### config.mk
export PLATFORM = sky130hd
export DESIGN_NAME = io_bus_responder_flat
export DESIGN_NICKNAME = d
export VERILOG_FILES = /design/src/rtl/io_bus_responder_if.sv /design/src/rtl/io_bus_responder.sv /design/src/flat_wrapper.sv
export SDC_FILE = /design/constraint.sdc
export NUM_CORES = 1
export LEC_CHECK = 0
export CAP_MARGIN = 20
export CELL_PAD_IN_SITES_DETAIL_PLACEMENT = 1
export CELL_PAD_IN_SITES_GLOBAL_PLACEMENT = 2
export CORE_MARGIN = 2
export CORE_UTILIZATION = 34
export DETAILED_ROUTE_END_ITERATION = 10
export PLACE_DENSITY = 0.95
export SYNTH_ARGS = -nofsm -noshare
export SYNTH_HDL_FRONTEND = slang
export SYNTH_SLANG_ARGS = --single-unit
export TNS_END_PERCENT = 20
### constraint.sdc
create_clock -name clk -period 4.45 [get_ports clk]
set_input_delay 0.89 -clock clk [delete_from_list [all_inputs] [get_ports clk]]
set_output_delay 0.89 -clock clk [all_outputs]
set_load 0.05 [all_outputs]
### src/rtl/io_bus_responder_if.sv
// Processor-side I/O bus bundle for io_bus_responder.
// master = processor core, slave = responder.
interface io_bus_responder_if;
    logic [31:0] Adr;
    logic [31:0] WriteData;
    logic        MemWrite;
    logic        IOSel;
    logic [31:0] IORdData;

    modport master (
        output Adr,
        output WriteData,
        output MemWrite,
        input  IOSel,
        input  IORdData
    );

    modport slave (
        input  Adr,
        input  WriteData,
        input  MemWrite,
        output IOSel,
        output IORdData
    );
endinterface

### src/rtl/io_bus_responder.sv
// Memory-mapped I/O responder: byte TX FIFO plus a
// reloading down-counter timer with sticky expired/irq.
module io_bus_responder #(
    parameter logic [31:0] BASE_ADDR = 32'hFFFF_FF00,
    parameter int          DEPTH     = 4
) (
    input  logic                clk,
    input  logic                reset,
    io_bus_responder_if.slave   bus,
    output logic [7:0]          tx_data,
    output logic                tx_valid,
    input  logic                tx_ready,
    output logic                irq
);

    localparam int AW = $clog2(DEPTH);
    localparam int CW = AW + 1;

    logic [7:0]    mem_q [DEPTH];
    logic [AW-1:0] wptr_q, wptr_d;
    logic [AW-1:0] rptr_q, rptr_d;
    logic [CW-1:0] count_q, count_d;
    logic          ovf_q, ovf_d;
    logic [31:0]   tload_q, tload_d;
    logic [31:0]   tcount_q, tcount_d;
    logic          en_q, en_d;
    logic          exp_q, exp_d;

    logic        wr_en, wr_tx, wr_st, wr_tl, wr_tc;
    logic        full, empty, push, pop, set_exp;
    logic [31:0] wd;
    logic [31:0] status;

    assign wd        = bus.WriteData;
    assign bus.IOSel = (bus.Adr[31:5] == BASE_ADDR[31:5]);
    assign wr_en     = bus.IOSel & bus.MemWrite
                     & (bus.Adr[1:0] == 2'b00);
    assign wr_tx     = wr_en & (bus.Adr[4:2] == 3'd0);
    assign wr_st     = wr_en & (bus.Adr[4:2] == 3'd1);
    assign wr_tl     = wr_en & (bus.Adr[4:2] == 3'd2);
    assign wr_tc     = wr_en & (bus.Adr[4:2] == 3'd3);

    assign full     = (count_q == CW'(DEPTH));
    assign empty    = (count_q == '0);
    assign tx_valid = ~empty;
    assign tx_data  = mem_q[rptr_q];
    assign pop      = tx_valid & tx_ready;
    // A concurrent pop frees the slot, so a full FIFO still accepts.
    assign push     = wr_tx & (~full | pop);
    assign irq      = exp_q & en_q;

    assign status = {23'd0, 5'(count_q), exp_q, ovf_q, empty, full};

    always_comb begin
        bus.IORdData = 32'd0;
        if (bus.IOSel) begin
            case (bus.Adr[4:0])
                5'h04:   bus.IORdData = status;
                5'h08:   bus.IORdData = tload_q;
                5'h0C:   bus.IORdData = {31'd0, en_q};
                5'h10:   bus.IORdData = tcount_q;
                default: bus.IORdData = 32'd0;
            endcase
        end
    end

    always_comb begin
        wptr_d  = wptr_q + AW'(push);
        rptr_d  = rptr_q + AW'(pop);
        count_d = count_q;
        unique case (1'b1)
            push & ~pop: count_d = count_q + CW'(1);
            pop & ~push: count_d = count_q - CW'(1);
            default:     count_d = count_q;
        endcase

        ovf_d = ovf_q;
        if (wr_st & wd[2])
            ovf_d = 1'b0;
        if (wr_tx & full & ~pop)
            ovf_d = 1'b1;
    end

    always_comb begin
        tload_d  = tload_q;
        tcount_d = tcount_q;
        en_d     = en_q;
        exp_d    = exp_q;
        set_exp  = 1'b0;
        if (wr_tl) begin
            tload_d  = wd;
            tcount_d = wd;
        end else if (en_q) begin
            if (tcount_q != 32'd0) begin
                tcount_d = tcount_q - 32'd1;
            end else begin
                tcount_d = tload_q;
                set_exp  = 1'b1;
            end
        end
        if (wr_tc)
            en_d = wd[0];
        // Set beats a same-cycle software clear.
        if (wr_st & wd[3])
            exp_d = 1'b0;
        if (set_exp)
            exp_d = 1'b1;
    end

    always_ff @(posedge clk) begin
        if (push)
            mem_q[wptr_q] <= wd[7:0];
    end

    always_ff @(posedge clk) begin
        if (reset) begin
            wptr_q   <= '0;
            rptr_q   <= '0;
            count_q  <= '0;
            ovf_q    <= 1'b0;
            tload_q  <= 32'd0;
            tcount_q <= 32'd0;
            en_q     <= 1'b0;
            exp_q    <= 1'b0;
        end else begin
            wptr_q   <= wptr_d;
            rptr_q   <= rptr_d;
            count_q  <= count_d;
            ovf_q    <= ovf_d;
            tload_q  <= tload_d;
            tcount_q <= tcount_d;
            en_q     <= en_d;
            exp_q    <= exp_d;
        end
    end

endmodule

### src/flat_wrapper.sv
// flat-port wrapper written by rule: the top's interface ports become plain ports
module io_bus_responder_flat 
#(
    parameter logic [31:0] BASE_ADDR = 32'hFFFF_FF00,
    parameter int          DEPTH     = 4
)
  (clk, reset, tx_data, tx_valid, tx_ready, irq, bus_Adr, bus_WriteData, bus_MemWrite, bus_IOSel, bus_IORdData);
  io_bus_responder_if bus_i ();
  input  logic clk;
  input  logic reset;
  output logic [7:0] tx_data;
  output logic tx_valid;
  input  logic tx_ready;
  output logic irq;
  input wire logic [$bits(bus_i.Adr)-1:0] bus_Adr;
  input wire logic [$bits(bus_i.WriteData)-1:0] bus_WriteData;
  input wire logic [$bits(bus_i.MemWrite)-1:0] bus_MemWrite;
  output wire logic [$bits(bus_i.IOSel)-1:0] bus_IOSel;
  output wire logic [$bits(bus_i.IORdData)-1:0] bus_IORdData;
  assign bus_i.Adr = bus_Adr;
  assign bus_i.WriteData = bus_WriteData;
  assign bus_i.MemWrite = bus_MemWrite;
  assign bus_IOSel = bus_i.IOSel;
  assign bus_IORdData = bus_i.IORdData;
  io_bus_responder #(.BASE_ADDR(BASE_ADDR), .DEPTH(DEPTH)) u_core (.clk(clk), .reset(reset), .bus(bus_i), .tx_data(tx_data), .tx_valid(tx_valid), .tx_ready(tx_ready), .irq(irq));
endmodule
Word-level counts from Yosys, hierarchy flattened
Memories as Yosys holds them, arrays and structs flattened. A register that Yosys moved wholly into a read port is not among the register bits.
Index checks and enable logic that the tools add are counted.
- bits in writable memories: 32
- memories kept: 1
- register bits: 74
- $add $sub $neg: 5
- multiplexer cells: 16
- equality and inequality tests: 9
- bitwise gates (word level): 20
- reductions and logical operators: 8
- memories (name ; words ; bits a word ; read ports ; clocked after Yosys merged registers in ; write ports ; line ; RTL):
    u_core.mem_q ; 4 ; 8 ; 1 ; 1 ; 1 ; io_bus_responder.sv:19 ; logic [7:0] mem_q [DEPTH];
- operators with widths (kind ; count):
    two-way mux 32 bit ; 4
    one-hot mux 32 bit (4 select lines) ; 1
    nonzero test 32 bit ; 1
    subtractor 32 x 1 -> 32 bit, second input constant ; 1
    == test 27 bit, second input constant ; 1
    bitwise AND 1 bit ; 15
    == test 5 x 4 -> 1 bit, second input constant ; 2
    two-way mux 1 bit ; 9
    nonzero test 2 bit ; 4
    == test 3 x 2 -> 1 bit, second input constant ; 2
    zero test 3 bit ; 2
    one-hot mux 3 bit (2 select lines) ; 1
    == test 5 x 3 -> 1 bit, second input constant ; 1
    == test 5 bit, second input constant ; 1
    adder 2 x 1 -> 2 bit ; 2
    NOT 1 bit ; 4
    adder 3 x 1 -> 3 bit, second input constant ; 1
    == test 3 x 1 -> 1 bit, second input constant ; 1
    == test 3 bit, second input constant ; 1
    subtractor 3 x 1 -> 3 bit, second input constant ; 1
    zero test 2 bit ; 1
    two-way mux 2 bit ; 1
    OR 1 bit ; 1

Logic depth before layout (Yosys ltp)
Gate-level depths: netlist of the first run.
- depth in word-level cells: 8
- gate-level depth with buffers: 9
- depth with buffers taken out: 8

Least setup slack after synthesis of the first run
Ideal clock, no wire load.
- path type: input-to-output
- from: in bus_Adr[5]
- to: out bus_IORdData[10]
- path buffers: 2
- data required time: 3.560 ns
- slack: 0.159 ns
- stages on the path: 7
- arrival time: 3.401 ns
- cell sequence: nand4bb_1 -> nor4_1 -> and2_1 -> clkbuf_1 -> nand3_1 -> clkbuf_1 -> nor2_1
- longest elaborated chain between the ends: 2
- RTL lines (element ; line ; RTL):
    from (decl) ; flat_wrapper.sv:15 ; input wire logic [$bits(bus_i.Adr)-1:0] bus_Adr;
    == test 27 bit ; io_bus_responder.sv:35 ; assign bus.IOSel = (bus.Adr[31:5] == BASE_ADDR[31:5]);
    named net bus_IOSel ; flat_wrapper.sv:18 ; output wire logic [$bits(bus_i.IOSel)-1:0] bus_IOSel;
    two-way mux 32 bit ; io_bus_responder.sv:56 ; if (bus.IOSel) begin
    to (decl) ; flat_wrapper.sv:19 ; output wire logic [$bits(bus_i.IORdData)-1:0] bus_IORdData;
The timed path passes the listed nets, and every way through them passes these cells.

Final worst setup path of the first run
- from: in bus_Adr[5]
- to: out bus_IORdData[3]
- longest elaborated chain between the ends: 2
- RTL lines (element ; line):
    == test 27 bit ; io_bus_responder.sv:35
    two-way mux 32 bit ; io_bus_responder.sv:56
No other way between the ends.

==> impl_metrics.json, run 1 <==
{
  "setup_tns_ns": 0,
  "yosysTopAreaCell": "dfxtp_1",
  "p_total_mw": 1.86,
  "finalNonFillerCells": 970,
  "dr.pass1.iters": 5,
  "drive_gt1_share_pct": 11.3,
  "rows": 47,
  "rsz0062_at_grt": "false",
  "worstMarginPinSlew_ns": 1.01,
  "critPathLaunchType": "primary input",
  "final_nets": 818,
  "power.density_mw_per_mm2": 246,
  "grt_pass1_vias": 5760,
  "grt_start_max_net_pins": 53,
  "synth_commonest_cells": "94 x nand2_1, 74 x dfxtp_1, 74 x nor2_1",
  "status": "finished, final reports clean",
  "clkSinkCount": 106,
  "routed_wl_mm": 19.0,
  "num_io_pins": 111,
  "holdPathStages": 2,
  "synth.most_common_cell": "nand2_1",
  "whs_ns": 0.470,
  "synthCells": 664,
  "syn_area_per_cell_sq_um": 8.73,
  "worst_ep_required_time_ns": 3.56,
  "area.growth.synth_to_final_pct": 30.7,
  "hold_class": "register to register",
  "syn_nets": 737,
  "setup_ws_ns": 0.388,
  "critical_path.endpoint_type": "primary output",
  "clk_pin_slew_worst_paths_ns": 0.07,
  "core-area_sq_mm": 0.0166,
  "grt.total_usage_pct": 21.2,
  "grt_pass1_wl_mm": 30.4,
  "grt_overflow": 0,
  "htree_num_levels": 3,
  "min_period_ns": 4.06,
  "antenna_found_initial": 0,
  "path_class": "primary input to primary output",
  "final_antenna_net_count": 0,
  "cp_max_fo": 32,
  "drt_iter0_markers": 364,
  "synthFlopType": "dfxtp_1",
  "synth_edf_count": 32,
  "finClkSkew_ns": 0.00681,
  "synth_top_cell_area_share_pct": 25.6,
  "hpwlAfterDp_mm": 13.0,
  "io_buffers": 110,
  "slew_headroom_pct": 32.4,
  "finalHoldViolations": 0,
  "diodes": 0,
  "worstSkewPairLatency_ns": 0.36,
  "cts_tree": "yes",
  "setup_violations": 0,
  "initial_core_util_pct": 34.8,
  "yosys_warnings": 0,
  "r2r_cells": 8,
  "fmax_ghz": 0.246,
  "drc": 0,
  "post_cts_resized": 0,
  "synth_cell_type_count": 69,
  "cts_buffer_depth": 2,
  "fin_crit_sh_pct": 91.3,
  "post_drt_wl_per_cell_um": 19.5,
  "arrival_ns": 3.17,
  "dp.cells": 954,
  "die_h_um": 135,
  "cts_root_buffer": "clkbuf_16",
  "place_ws_ns": 0.391,
  "fin_area_sq_mm": 0.00758,
  "slew_viol_final": 0,
  "vias": 5560,
  "yosys-top-cells-area": "dfxtp_1 26%, edfxtp_1 17%, nand2_1 6.1%",
  "final.fill_count": 1877,
  "multi_input_area_sq_mm": 0.00300,
  "cts_setup_buffers": 0,
  "ir_drop_v": 0.000197,
  "ys_ff_latch": 106,
  "place_congestion": 0.822,
  "fin_util_pct": 45.5,
  "chipWidth_um": 135,
  "ys_seq_area_share_pct": 42.1,
  "p_leak_nw": 2.53,
  "postSynth.asyncResetShare_pct": 0,
  "cts_made_buffers": 9,
  "via_per_inst": 5.73,
  "dpl-instance-area_sq_mm": 0.00730,
  "syn_area_sq_mm": 0.00580,
  "die_area_sq_mm": 0.0181,
  "cts_hold_buf": 0,
  "regArea_sq_mm": 0.00244,
  "max_cap_violations": 0
}
==> sequential cells by signal, indices dropped and copies added, names as in the netlist <==
signal,flops
u_core.wptr_q,2
u_core.en_q,1
u_core.tload_q,32
u_core.ovf_q,1
u_core.count_q,3
u_core.tcount_q,32
u_core.exp_q,1
u_core.mem_q,32
u_core.rptr_q,2
==> worst max-delay path, stage by stage <==
cell and delay, ns:
clkdlybuf4s50_1 0.39, nand4bb_1 0.18, nor4_1 0.53, and2_1 0.33
nand3_1 0.10, buf_4 0.25, nor2_1 0.28, buf_12 0.17
==> per-layer routing <==
metal / share of wire [%] / vias up / global-route usage [%]
li1: - / 2622 / -
met1: 42 / 2743 / 25.9
met2: 51 / 168 / 38.4
met3: 5.4 / 27 / 4.28
met4: 1.7 / 0 / 5.32
met5: 0 / - / 0
==> power by group <==
| part | switching [mW] | total, mW | internal (mW) |
|---|---|---|---|
| Clock | 0.384 | 0.773 | 0.388 |
| Combinational | 0.0398 | 0.0971 | 0.0573 |
| Sequential | 0.0000675 | 0.992 | 0.992 |
==> cell usage in the layout (no fill, tap or decap), types with 4 or more instances in the layout <==
master	instances
a31oi_1	11
a22oi_1	26
or3_1	5
xor2_1	6
ha_1	4
nor4_1	12
clkdlybuf4s50_1	76
and3_1	4
dfxtp_1	74
nand2_1	94
nor2_1	74
a211oi_1	16
buf_4	16
clkbuf_16	9
a211o_1	4
a32oi_1	4
xnor2_1	10
mux2i_1	7
edfxtp_1	32
nor3_1	18
nand4_1	14
o31ai_1	4
or4_1	9
inv_1	13
o211ai_1	7
a222oi_1	7
nand3_1	11
buf_12	32
mux4_2	8
o21bai_1	7
a21oi_1	59
o21ai_0	13
==> worst paths after layout <==
check	from	to	slack, ns
worst min-delay path	u_core.tload_q[14]$_SDFFE_PP0P_	u_core.tload_q[14]$_SDFFE_PP0P_	0.47
worst max-delay path	bus_Adr[5]	bus_IORdData[3]	0.39
worst min register to register	u_core.tload_q[14]$_SDFFE_PP0P_	u_core.tload_q[14]$_SDFFE_PP0P_	0.47
worst max register to register	u_core.tcount_q[0]$_SDFFE_PP0P_	u_core.tcount_q[2]$_SDFFE_PP0P_	1.23
==> cell type report <==
type | count | share of cell area [%]
inverter | 13 | 0.644
multi-input combinational | 490 | 39.6
tap | 220 | 3.63
sequential | 106 | 32.2
clock inverter | 6 | 0.677
timing repair buffer | 125 | 20.1
clock buffer | 10 | 3.02
==> kinds of logic (layout without fill, tap and decap cells) <==
group	after synthesis	after routing	synth area share [%]
simple gates	273	273	23.0
compound gates	181	181	20.9
flops	106	106	42.1
buf+inv	68	154	6.06
xor+xnor	16	16	2.42
mux	15	15	4.32
fa+ha+maj	5	5	1.21
Power figures use the tool's default switching activity.
==> run 2, diff against run 1 <==
- CORE_ASPECT_RATIO: not set -> 0.5
- CORE_UTILIZATION: 34 -> 35
- CTS_BUF_LIST: not set -> sky130_fd_sc_hd__clkbuf_8
- clock period: 4.45 -> 5.1 ns (I/O delays scaled with it)
==> run 2 against run 1 <==
  * Setup slack improved by 0.24 ns
  * Non-clock buffer count increased by 1
  * Largest power group unchanged
  * Sequential cell count unchanged
  * Register-to-register slack improved by 0.83 ns
  * Core utilization increased by 0.66 points
  * Die area decreased by 2.4%
==> impl_metrics.json, run 2 (same netlist as run 1, synthesis figures left out) <==
{
  "status": "finished, final reports clean",
  "critical_path_buf_inv_count": 3,
  "via_per_inst": 5.68,
  "min_period_ns": 4.47,
  "r2r_start": "u_core.tcount_q[0]$_SDFFE_PP0P_",
  "r2r-end": "u_core.tcount_q[29]$_SDFFE_PP0P_",
  "mostFrequentLayoutCells": "94 x nand2_1, 77 x clkdlybuf4s50_1, 74 x nor2_1, 74 x dfxtp_1, 59 x a21oi_1",
  "drt_iter0_markers": 387,
  "cts_tree": "yes",
  "crit_end": "bus_IORdData[21]",
  "clk_pin_slew_worst_paths_ns": 0.13,
  "cp_slowest_cell": "nor4_1",
  "post_cts_resized": 0,
  "drive_gt1_share_pct": 11.5,
  "rsz0062_at_grt": "false",
  "worstSkewPairLatency_ns": 0.40,
  "rows": 33,
  "drc": 0,
  "dp.cells": 962,
  "power.density_mw_per_mm2": 200,
  "hpwlAfterDp_mm": 13.1,
  "diodes": 0,
  "grt_overflow": 0,
  "crit_cells": 8,
  "hold_class": "register to register",
  "max_cap_violations": 0,
  "finalNonFillerCells": 978,
  "reg_top3": "u_core.mem_q x32, u_core.tcount_q x32, u_core.tload_q x32",
  "r2r_cells": 8,
  "fin_crit_sh_pct": 87.6,
  "critical_path.endpoint_type": "primary output",
  "slew_viol_final": 0,
  "clkSinkCount": 106,
  "cp_slowest_stage_delay_ns": 0.59,
  "die_area_sq_mm": 0.0177,
  "place_congestion": 0.759,
  "io_buffers": 110,
  "area.growth.synth_to_final_pct": 29.9,
  "dr.pass1.iters": 5,
  "htree_num_levels": 3,
  "worst_ep_required_time_ns": 4.08,
  "cts_root_buffer": "clkbuf_8",
  "worstMarginPinSlew_ns": 0.941,
  "p_total_mw": 1.51,
  "die_h_um": 95.0,
  "crit_start": "bus_Adr[5]",
  "cts_buffer_depth": 2,
  "vias": 5551,
  "final_nets": 819,
  "setup_tns_ns": 0,
  "holdPathStages": 2,
  "finClkSkew_ns": 0.0176,
  "antenna_found_initial": 0,
  "cts_made_buffers": 9,
  "final_common_cell": "nand2_1",
  "cp_max_fo": 32,
  "core-area_sq_mm": 0.0163,
  "ir_drop_v": 0.000139,
  "grt.total_usage_pct": 22.2,
  "post_drt_wl_per_cell_um": 19.5,
  "cts_hold_buf": 0,
  "worstPathCellList": "clkdlybuf4s50_1 > nand4bb_1 > nor4_1 > and2_1 > nand3_1 > buf_4 > nor2_1 > buf_12",
  "path_class": "primary input to primary output",
  "grt_pass1_vias": 5622,
  "arrival_ns": 3.45,
  "cts_setup_buffers": 0,
  "setup_violations": 0,
  "place_ws_ns": 0.671,
  "chipWidth_um": 186,
  "initial_core_util_pct": 35.6,
  "finalHoldViolations": 0,
  "fmax_ghz": 0.224,
  "num_io_pins": 111,
  "cp_top_family": "simple AND/OR/NAND/NOR gates",
  "routed_wl_mm": 19.1,
  "rrSetupSlack_ns": 2.06,
  "grt_start_max_net_pins": 49,
  "critPathLaunchType": "primary input",
  "grt_pass1_wl_mm": 30.4,
  "slew_headroom_pct": 36.4,
  "setup_ws_ns": 0.631,
  "p_leak_nw": 2.51,
  "final_antenna_net_count": 0
}
run 2: through the flow:
stage | hold WS [ns] | utilization (%) | area, sq um
floorplan | 0.436 | - | 5800
global placement | 0.454 | 44.9 | 7330
detailed placement | 0.461 | 44.9 | 7330
CTS | 0.479 | 46.2 | 7530
global route | 0.488 | 46.2 | 7530
finish | 0.476 | 46.2 | 7530
run 2: worst min-delay path by stage:
stage,startpoint,end
after CTS,u_core.tload_q[18]$_SDFFE_PP0P_,u_core.tload_q[18]$_SDFFE_PP0P_
after global routing,u_core.tload_q[14]$_SDFFE_PP0P_,u_core.tload_q[14]$_SDFFE_PP0P_
after global placement,u_core.tload_q[14]$_SDFFE_PP0P_,u_core.tload_q[14]$_SDFFE_PP0P_
after floorplan,u_core.ovf_q$_SDFFE_PP0P_,u_core.ovf_q$_SDFFE_PP0P_
after detailed placement,u_core.tload_q[14]$_SDFFE_PP0P_,u_core.tload_q[14]$_SDFFE_PP0P_
final,u_core.tload_q[14]$_SDFFE_PP0P_,u_core.tload_q[14]$_SDFFE_PP0P_
run 2: where the power goes:
| group | switching [mW] | total [mW] | internal [mW] |
|---|---|---|---|
| Sequential | 0.0000636 | 0.867 | 0.866 |
| Clock | 0.355 | 0.556 | 0.201 |
| Combinational | 0.0349 | 0.0850 | 0.0501 |
run 2: final cells by class:
type                       count  area, sq um
timing repair buffer         126         1550
fill                        1865         8780
tap                          227          284
clock inverter                 7         81.3
multi-input combinational    490         3000
clock buffer                   9          124
sequential                   106         2440
inverter                      13         48.8
run 2: worst register-to-register path, delay by kind of cell, from the launching register on:
| family | cells | cell delay, ns |
|---|---|---|
| buffers and inverters | 1 | 0.11 |
| adders and majority gates | 1 | 0.22 |
| and+or+nand+nor | 4 | 1.99 |
| DFF | 1 | 0.39 |
| AOI/OAI and AO/OA | 2 | 0.27 |
run 2: per-layer routing:
metal | wire length, um | GRT usage, %
met5 | 0 | 0
met4 | 204 | 4.20
met3 | 684 | 3.44
met2 | 8960 | 38.1
met1 | 9250 | 30.0
==> run 3, diff against run 2 <==
- SETUP_SLACK_MARGIN: not set -> 0.02
==> results of run 3 <==
Final layout, timing and power as in run 2 (identical DEF).
